===== src/rtl/rtl_piso_serializer_pkg.sv =====
// -----------------------------------------------------------------------------
// rtl_serial_pkg
// Shared definitions for the parallel-in / serial-out serializer slice:
//   SER_WIDTH  : word width and frame length in cycles
//   SER_CNT_W  : width of the in-frame bit index
//   ser_word_t : one parallel word
// -----------------------------------------------------------------------------
package rtl_serial_pkg;

  localparam int SER_WIDTH = 8;
  localparam int SER_CNT_W = $clog2(SER_WIDTH);

  typedef logic [SER_WIDTH-1:0] ser_word_t;

endpackage : rtl_serial_pkg


===== src/rtl/rtl_piso_serializer_frame_counter.sv =====
// -----------------------------------------------------------------------------
// rtl_frame_counter
// Free-running modulo-WIDTH counter that marks frame boundaries.
// Ports:
//   clk           : rising-edge clock
//   rst           : synchronous active-low reset (counter returns to 0)
//   cnt_o         : current bit index within the frame
//   frame_start_o : high while cnt_o == 0 (the next edge loads a new word)
// -----------------------------------------------------------------------------
module rtl_frame_counter
  import rtl_serial_pkg::*;
#(
  parameter int WIDTH = SER_WIDTH,
  parameter int CNT_W = $clog2(WIDTH)
) (
  input  logic             clk,
  input  logic             rst,
  output logic [CNT_W-1:0] cnt_o,
  output logic             frame_start_o
);

  logic [CNT_W-1:0] cnt_q;
  logic [CNT_W-1:0] cnt_d;

  // Next-count logic: wrap explicitly so non-power-of-two widths behave.
  always_comb begin
    cnt_d = cnt_q;
    if (cnt_q == CNT_W'(WIDTH - 1)) begin
      cnt_d = '0;
    end else begin
      cnt_d = cnt_q + CNT_W'(1);
    end
  end

  // Counter register with synchronous active-low reset.
  always_ff @(posedge clk) begin
    if (!rst) begin
      cnt_q <= '0;
    end else begin
      cnt_q <= cnt_d;
    end
  end

  assign cnt_o         = cnt_q;
  assign frame_start_o = (cnt_q == '0);

endmodule : rtl_frame_counter


===== src/rtl/rtl_piso_serializer.sv =====
// -----------------------------------------------------------------------------
// rtl_piso_serializer
// Captures a WIDTH-bit word at the start of every WIDTH-cycle frame and emits
// it MSB first, one bit per clock, on a registered serial output.
// Ports:
//   clk      : rising-edge clock
//   rst      : synchronous active-low reset; aborts the current frame
//   data_in  : parallel word, sampled only on frame-start edges
//   data_out : registered serial bit stream, MSB first
// -----------------------------------------------------------------------------
module rtl_piso_serializer
  import rtl_serial_pkg::*;
#(
  parameter int WIDTH = SER_WIDTH,
  parameter int CNT_W = $clog2(WIDTH)
) (
  input  logic             clk,
  input  logic             rst,
  input  logic [WIDTH-1:0] data_in,
  output logic             data_out
);

  logic [WIDTH-1:0] shreg_q;
  logic [WIDTH-1:0] shreg_d;
  logic             data_out_q;
  logic             data_out_d;
  logic [CNT_W-1:0] cnt_s;
  logic             frame_start_s;

  rtl_frame_counter #(
    .WIDTH (WIDTH),
    .CNT_W (CNT_W)
  ) u_cnt (
    .clk           (clk),
    .rst           (rst),
    .cnt_o         (cnt_s),
    .frame_start_o (frame_start_s)
  );

  // Shift datapath: load on frame start, otherwise shift zeros in from the
  // bottom. data_in is only selected on frame start, so its value (even X)
  // between frame starts never reaches the output.
  always_comb begin
    shreg_d    = shreg_q;
    data_out_d = data_out_q;
    if (frame_start_s) begin
      data_out_d = data_in[WIDTH-1];
      shreg_d    = {data_in[WIDTH-2:0], 1'b0};
    end else begin
      data_out_d = shreg_q[WIDTH-1];
      shreg_d    = {shreg_q[WIDTH-2:0], 1'b0};
    end
  end

  // Shift register and output flop with synchronous active-low reset.
  always_ff @(posedge clk) begin
    if (!rst) begin
      shreg_q    <= '0;
      data_out_q <= 1'b0;
    end else begin
      shreg_q    <= shreg_d;
      data_out_q <= data_out_d;
    end
  end

  assign data_out = data_out_q;

endmodule : rtl_piso_serializer


===== config.mk =====
export PLATFORM = sky130hd
export DESIGN_NAME = rtl_piso_serializer
export DESIGN_NICKNAME = d
export VERILOG_FILES = /design/src/rtl/rtl_piso_serializer_pkg.sv /design/src/rtl/rtl_piso_serializer_frame_counter.sv /design/src/rtl/rtl_piso_serializer.sv
export SDC_FILE = /design/constraint.sdc
export NUM_CORES = 1
export LEC_CHECK = 0
export CAP_MARGIN = 40
export CELL_PAD_IN_SITES_DETAIL_PLACEMENT = 1
export CELL_PAD_IN_SITES_GLOBAL_PLACEMENT = 1
export CORE_MARGIN = 2
export CORE_UTILIZATION = 25
export CTS_CLUSTER_SIZE = 28
export DETAILED_ROUTE_END_ITERATION = 6
export PLACE_DENSITY = 0.67
export SLEW_MARGIN = 10
export SYNTH_ARGS = -nofsm -noshare
export SYNTH_HDL_FRONTEND = slang
export SYNTH_SLANG_ARGS = --single-unit

===== constraint.sdc =====
create_clock -name clk -period 1.2 [get_ports clk]
set_input_delay 0.18 -clock clk [delete_from_list [all_inputs] [get_ports clk]]
set_output_delay 0.18 -clock clk [all_outputs]
set_load 0.005 [all_outputs]

# After elaboration in Yosys (flattened, before gate mapping)
# Index checks and enable logic that the tools add are counted.
# W data, S select, Z words.
# op_classes
add_sub_neg	1
n_mul	0
n_div	0
n_lt_le_gt_ge	0
n_eq_ne	1
shifts	0
muxes	2
bitwise_logic	1
reduce_logical	2
# op_table
cell	count
$mux W8	1
$add A3 B1 Y3 const B	1
$eq A3 B3 Y1 const B	1
$logic_not A3 Y1	1
$reduce_or A2 Y1	1
$mux W1	1
$not A1 Y1	1
# word_totals
reg_bits	12
latchBits	0
mem_bits_rw	0
mem_bits_ro	0
in_bits	10
output_inout_bits	1
word_cells	10
memories	0

# Logic depth before layout (Yosys ltp)
# Gate-level depths: netlist of run 1.
# logic_depth
ltp_word	2
depth_mapped	5
depth_no_buf	4

# Hierarchy
# From an unflattened synthesis of run 1, not the netlist that was laid out.
# unflattened
hier_cells	36
hier_area_um2	434.2
# modules_own_cells
mod	instances	cells_each	area_per_inst_um2	seq_area_each_um2
rtl_piso_serializer	1	24	292.8	160.2
rtl_frame_counter	1	12	141.4	60.1

# Worst setup path after synthesis of run 1
# OpenSTA, ideal clock, no wires.
# synth_path
path_kind	reg2reg
startpoint	register u_cnt.cnt_q[0], in the netlist u_cnt.cnt_o[0]
endpoint	register shreg_q[1]
setup_time_ps	116
arrival_ps	977
required_time_ps	1084
slack_ps	108
stages_incl_launch_ff	6
n_path_buf	1
synth_period_minus_slack_ps	1092
cell_sequence	dfxtp_1 > inv_1 > ha_1 > nor2b_4 > buf_6 > and3_1
# synth_between
elab_chain_cells	2
# synth_rtl
element	line	rtl
start, declared	rtl_piso_serializer_frame_counter.sv:22	logic [CNT_W-1:0] cnt_q;
start signal, assigned	rtl_piso_serializer_frame_counter.sv:40	cnt_q <= cnt_d;
$logic_not A3 Y1	rtl_piso_serializer_frame_counter.sv:45	assign frame_start_o = (cnt_q == '0);
$mux W8	rtl_piso_serializer.sv:46	if (frame_start_s) begin
end signal, assigned	rtl_piso_serializer.sv:61	shreg_q <= shreg_d;
end, declared	rtl_piso_serializer.sv:23	logic [WIDTH-1:0] shreg_q;
# Every way passes these cells.
# A chain may end at the register's enable or synchronous reset.

# Worst setup path after layout of run 1
# layout_path
startpoint	register u_cnt.cnt_q[0], in the netlist u_cnt.cnt_o[0]
endpoint	register shreg_q[6]
# Same word-level chain as after synthesis.

==> results.py, run 1 <==
metrics = {
    "sta": {
        "worstMarginPinSlew_ps": 282,
        "fin_worst_skew_ps": 3.42,
        "fmax_mhz": 912,
        "post-route-period-util_pct": 91.4,
        "setup_viol": 0,
        "period_needed_ps": 1100,
        "fin_setup_tns_ps": 0,
        "rsz0062_at_grt": "false",
        "maxSlewViolCount": 0,
        "hold_violations": 0,
        "relSlewSlack_pct": 81.1,
    },
    "detailed_routing": {
        "drc": 0,
        "post_drt_via_cell_ratio": 4.00,
        "drt-wirelength-per-cell_um": 9.42,
        "dr.pass1.iters": 1,
        "vias": 332,
        "drt-initial-drc-count": 0,
        "postRouteAntennaNets": 0,
        "routed_wl_um": 782,
    },
    "worst_setup_path": {
        "cp.required_ps": 1400,
        "crit_path_end_kind": "flip-flop",
        "crit_arrival_ps": 1300,
        "cpMaxStageDelayCell": "dfxtp_2",
        "reg2reg_from": "u_cnt.cnt_o[0]",
        "crit_type": "reg2reg",
        "slowest_delay_ps": 330,
        "crit_path_start_kind": "flip-flop",
        "reg2reg_setup_slack_ps": 100,
        "rr_worst_depth": 4,
        "cp_max_fo": 8,
        "r2r-end": "shreg_q[6]",
        "crit_cells": 4,
        "crit_family": "flip-flops",
        "worstPathCellList": "inv_1, ha_1, nor2b_4, mux2i_1",
        "path_buf_inv": 1,
    },
    "floorplan": {
        "placementRows": 15,
        "core_area_um2": 1750,
        "die-area_um2": 2250,
        "die_y_um": 47.4,
        "ios": 11,
        "initial_core_util_pct": 27.0,
        "die-width_um": 47.4,
    },
    "cts": {
        "cts_tree": "built",
        "path_clk_slew_ps": 80,
        "postCtsHoldBufs": 0,
        "clock_path_buffers": 2,
        "clock_latency_ps": 270,
        "cts_sinks": 11,
        "cts_buffers": 3,
        "root_buffer": "clkbuf_4",
        "cts_max_level": 1,
    },
    "logic_synthesis": {
        "async_reset_ff_share_pct": 0,
        "ys_top_cells_by_area": "dfxtp_1, mux2i_1, nand2_1",
        "synth_warnings": 0,
        "synth-seq-area-share_pct": 46.7,
        "ys.flop_type": "dfxtp_1",
        "synth-edff-count": 0,
        "yosys.area.top_type": "dfxtp_1",
        "yosysUniqueCellTypes": 10,
        "synth_fp_nets": 58,
        "synthCells": 45,
        "synth_top_area_share_pct": 46.7,
        "syn-cell-area_um2": 472,
        "yosys-top-cells-count": "nand2_1, dfxtp_1, mux2i_1",
        "yosysMostFrequentCell": "nand2_1",
        "synth.avg_cell_area_um2": 10.5,
        "ys_ff_latch": 11,
    },
    "power": {
        "power_frac_clock_pct": 32.3,
        "combPwrFrac_pct": 15.9,
        "leakage_nw": 0.289,
        "p_sw_share_pct": 24.7,
        "powerDensity_nw_per_um2": 1300,
        "p_sw_uw": 196,
        "p_int_uw": 600,
        "seqPwrFrac_pct": 51.8,
        "peakVddDrop_v": 0.000610,
    },
    "min_path": {
        "min_path_cells": 1,
        "min_to": "u_cnt.cnt_o[0]",
        "holdCritStartpoint": "u_cnt.cnt_o[0]",
        "min_path_type": "reg2reg",
    },
    "finish": {
        "final_nets": 72,
        "drive_gt1_share_pct": 15.5,
        "area_growth_pct": 29.7,
        "antenna_cells": 0,
        "utilization_pct": 35.1,
        "fill_cells": 207,
    },
    "global_route": {
        "grt_pass1_vias": 337,
        "grt_max_degree": 12,
        "track_usage_pct": 9.09,
        "grt_overflow": 0,
        "grt_pass1_wl_um": 1260,
        "antenna_found_initial": 0,
    },
    "run": {
        "maxCapViolCount": 0,
    },
    "place": {
        "gp_congestion": 0.661,
        "portBuffers": 10,
    },
    "outcome": {
        "status": "complete, no violations",
    },
}
timing repair:
item,CTS,global route
setup endpoints to repair,1,2
pin swaps,0,0
resized for setup,1,1
setup buffers,0,0
cloned,0,0
placed cells by master, fill, tap and decap left out:
cell type,Yosys,final
and3_1,1,1
dlygate4sd2_1,0,1
buf_4,0,2
dfxtp_1,11,10
dfxtp_2,0,1
clkinv_2,0,1
clkbuf_4,0,3
nor2b_4,1,1
inv_1,2,2
and3b_1,2,2
ha_1,3,3
nor3b_2,1,1
nand2_1,14,14
mux2i_1,7,7
clkdlybuf4s50_1,0,9
metrics by stage:
step	power, mW	hold WS (ps)	setup WS [ps]	std cells	instance area [um^2]
floorplan	0.514	322	108	45	472
global placement	0.551	427	110	79	584
detailed placement	0.553	442	90.3	79	584
CTS	0.819	453	69.7	83	611
global route	0.841	451	12.6	83	612
finish	0.797	431	103	83	612
worst max-delay path by stage:
| stage | startpoint | endpoint | slack [ps] |
|---|---|---|---|
| 3_3_place_gp | rst | shreg_q[4] | 110 |
| 6_report | u_cnt.cnt_o[0] | shreg_q[6] | 100 |
| 3_5_place_dp | u_cnt.cnt_o[0] | shreg_q[2] | 90 |
| 4_1_cts | u_cnt.cnt_o[0] | shreg_q[2] | 70 |
| 2_1_floorplan | u_cnt.cnt_o[0] | shreg_q[1] | 110 |
| 5_1_grt | u_cnt.cnt_o[0] | shreg_q[2] | 10 |
kinds of logic after synthesis:
kind of cell	count (synthesis)	share of synthesized area, %
adders and majority gates	3	7.96
DFF	11	46.7
and+or+nand+nor	19	21.8
muxes	7	14.9
buffers and inverters	5	8.75
area by class of cell:
class                           instances  area (um^2)  share of cell area (%)
Tap cell                               25         31.3                    5.11
Inverter                                2         7.51                    1.23
Timing Repair Buffer                   12          114                    18.6
Clock buffer                            3         22.5                    3.68
Sequential cell                        11          221                    36.2
Clock inverter                          1         5.00                   0.818
Multi-Input combinational cell         29          210                    34.4
layer usage:
| metal | up-vias | wire length, um | track usage [%] |
|---|---|---|---|
| met2 | 6 | 382 | 13.8 |
| li1 | 170 | - | - |
| met4 | 0 | 19 | 11.7 |
| met5 | - | 0 | 0 |
| met1 | 154 | 348 | 8.33 |
| met3 | 2 | 32 | 3.40 |
power by group through the flow:
stage / clock, mW / combinational (mW) / sequential [mW]
after floorplan: 0 / 0.0946 / 0.419
after global placement: 0 / 0.131 / 0.420
after detailed placement: 0 / 0.132 / 0.421
after CTS: 0.277 / 0.130 / 0.412
after global routing: 0.283 / 0.142 / 0.416
final: 0.257 / 0.127 / 0.413
registers in the layout, summed over array words and instances, names as in the netlist:
| signal | flops |
|---|---|
| u_cnt.cnt_o | 3 |
| shreg_q | 7 |
| data_out | 1 |
worst reg2reg max path, stage by stage, from the launching register on:
cell     delay (ps)
dfxtp_2         330
inv_1            50
ha_1            130
nor2b_4         290
mux2i_1         220
Power figures use the tool's default switching activity.
==> inputs of run 2 (changes only) <==
--- a/config.mk
+++ b/config.mk
@@ -8,10 +8,11 @@
 export CAP_MARGIN = 40
 export CELL_PAD_IN_SITES_DETAIL_PLACEMENT = 1
 export CELL_PAD_IN_SITES_GLOBAL_PLACEMENT = 1
-export CORE_MARGIN = 2
+export CORE_MARGIN = 4
 export CORE_UTILIZATION = 25
 export CTS_CLUSTER_SIZE = 28
 export DETAILED_ROUTE_END_ITERATION = 6
+export GPL_ROUTABILITY_DRIVEN = 0
 export PLACE_DENSITY = 0.67
 export SLEW_MARGIN = 10
 export SYNTH_ARGS = -nofsm -noshare
==> run 2 against run 1 <==
Effect of this change:
- worst hold slack improved by 15 ps
- non-clock buffer count unchanged
- sequential power about the same
- core utilization up 0.27 points
- final cell count stayed put
- critical path depth unchanged
- critical path type unchanged
- largest cell class unchanged
==> results.py, run 2 (synthesis results as in run 1) <==
metrics = {
    "outcome": {
        "status": "complete, no violations",
    },
    "worst_setup_path": {
        "reg2reg_from": "u_cnt.cnt_o[0]",
        "worstPathCellList": "buf_4, ha_1, ha_1, and3b_1",
        "crit_path_start_kind": "flip-flop",
        "reg2reg_setup_slack_ps": 40,
        "crit_arrival_ps": 1330,
        "cpMaxStageDelayCell": "dfxtp_2",
        "crit_type": "reg2reg",
        "cp.required_ps": 1360,
        "slowest_delay_ps": 320,
        "cp_common_cell": "ha_1",
        "r2r-end": "u_cnt.cnt_o[2]",
        "rr_worst_depth": 4,
        "crit_path_end_kind": "flip-flop",
        "cp_max_fo": 2,
    },
    "global_route": {
        "antenna_found_initial": 0,
        "grt_overflow": 0,
        "grt_pass1_vias": 325,
        "grt_max_degree": 19,
        "track_usage_pct": 7.44,
        "grt_pass1_wl_um": 1350,
    },
    "floorplan": {
        "ios": 11,
        "placementRows": 15,
        "core_area_um2": 1760,
        "die_y_um": 51.4,
        "die-area_um2": 2650,
        "initial_core_util_pct": 26.7,
        "die-width_um": 51.4,
    },
    "finish": {
        "final_nets": 72,
        "top_register": "shreg_q",
        "drive_gt1_share_pct": 13.8,
        "largest_reg_flops": 7,
        "area_growth_pct": 32.1,
        "utilization_pct": 35.3,
        "antenna_cells": 0,
        "regArea_um2": 221,
        "most-common-layout-cells": "nand2_1, dfxtp_1, clkdlybuf4s50_1, mux2i_1",
        "multi_input_area_um2": 210,
        "mostFrequentLayoutCell": "nand2_1",
        "fill_cells": 218,
    },
    "detailed_routing": {
        "drt-wirelength-per-cell_um": 9.76,
        "vias": 323,
        "dr.pass1.iters": 1,
        "routed_wl_um": 810,
        "drt-initial-drc-count": 0,
        "drc": 0,
        "post_drt_via_cell_ratio": 3.89,
        "postRouteAntennaNets": 0,
    },
    "min_path": {
        "min_path_cells": 2,
        "holdCritStartpoint": "shreg_q[3]",
        "min_path_type": "reg2reg",
        "min_to": "shreg_q[4]",
    },
    "run": {
        "maxCapViolCount": 0,
    },
    "sta": {
        "fmax_mhz": 861,
        "worstMarginPinSlew_ps": 278,
        "post-route-period-util_pct": 96.8,
        "rsz0062_at_grt": "false",
        "hold_violations": 0,
        "period_needed_ps": 1160,
        "maxSlewViolCount": 0,
        "setup_viol": 0,
        "relSlewSlack_pct": 81.4,
        "fin_worst_skew_ps": 4.15,
        "fin_setup_tns_ps": 0,
    },
    "cts": {
        "cts_max_level": 1,
        "cts_tree": "built",
        "path_clk_slew_ps": 80,
        "root_buffer": "clkbuf_4",
        "clock_path_buffers": 2,
        "clock_latency_ps": 270,
        "cts_sinks": 11,
        "cts_buffers": 3,
        "postCtsHoldBufs": 0,
    },
    "power": {
        "peakVddDrop_v": 0.000397,
        "leakage_nw": 0.291,
        "powerDensity_nw_per_um2": 1300,
    },
    "place": {
        "dp_hpwl_um": 593,
        "portBuffers": 10,
    },
}
[run 2: cell types whose count changed in the layout (fill, tap and decap cells not counted), sizes merged]
cell and delta:
clkbuf +1, clkinv -1
[run 2: per-layer routing]
layer | part of all wire [%] | vias to the layer above | wire length (um) | track usage [%]
met1 | 49 | 147 | 398 | 8.11
met3 | 5.7 | 0 | 46 | 5.54
li1 | - | 170 | - | -
met2 | 45 | 6 | 365 | 10.4
met5 | 0 | - | 0 | 0
met4 | 0 | 0 | 0 | 3.93
[run 2: worst max path at each step]
stage                        start              to
CTS                 u_cnt.cnt_o[0]      shreg_q[3]
detailed placement  u_cnt.cnt_o[0]      shreg_q[6]
finish              u_cnt.cnt_o[0]  u_cnt.cnt_o[2]
global route        u_cnt.cnt_o[0]      shreg_q[5]
floorplan           u_cnt.cnt_o[0]      shreg_q[1]
global placement               rst      shreg_q[6]
[run 2: final cells by class]
cell class | count | share of cell area [%]
inverter | 2 | 1.20
sequential | 11 | 35.5
multi-input combinational | 29 | 33.7
timing repair buffer | 12 | 20.3
tap | 25 | 5.02
clock buffer | 4 | 4.22
[run 2: worst max-delay path: cells and delay by family (launching register included)]
family / cells / cell delay [ps]
buffers and inverters: 1 / 130
and+or+nand+nor: 1 / 150
adders and majority gates: 2 / 450
DFF: 1 / 320
[run 2: metrics by stage]
stage	std cells	setup WS (ps)	hold slack (ps)	area, um^2	power, mW
after floorplan	45	108	322	472	0.514
after global placement	78	103	428	589	0.555
after detailed placement	78	70.1	435	589	0.558
after CTS	82	47.3	445	614	0.814
after global routing	83	1.80	467	623	0.855
final	83	37.9	446	623	0.808
[run 2: power by group]
| group | internal, mW | switching [mW] |
|---|---|---|
| clock network | 0.129 | 0.132 |
| logic | 0.0826 | 0.0521 |
| registers | 0.400 | 0.0128 |
[run 2: timing repair]
action / CTS / global route
resized for setup: 1 / 1
buffers inserted: 0 / 1
setup endpoints to repair: 1 / 3
==> inputs of run 3 (changes only) <==
--- a/config.mk
+++ b/config.mk
@@ -8,7 +8,7 @@
 export CAP_MARGIN = 40
 export CELL_PAD_IN_SITES_DETAIL_PLACEMENT = 1
 export CELL_PAD_IN_SITES_GLOBAL_PLACEMENT = 1
-export CORE_MARGIN = 4
+export CORE_MARGIN = 2
 export CORE_UTILIZATION = 25
 export CTS_CLUSTER_SIZE = 28
 export DETAILED_ROUTE_END_ITERATION = 6
==> results of run 3 <==
Same layout as run 1: the final DEF is identical, and so are final timing and power.
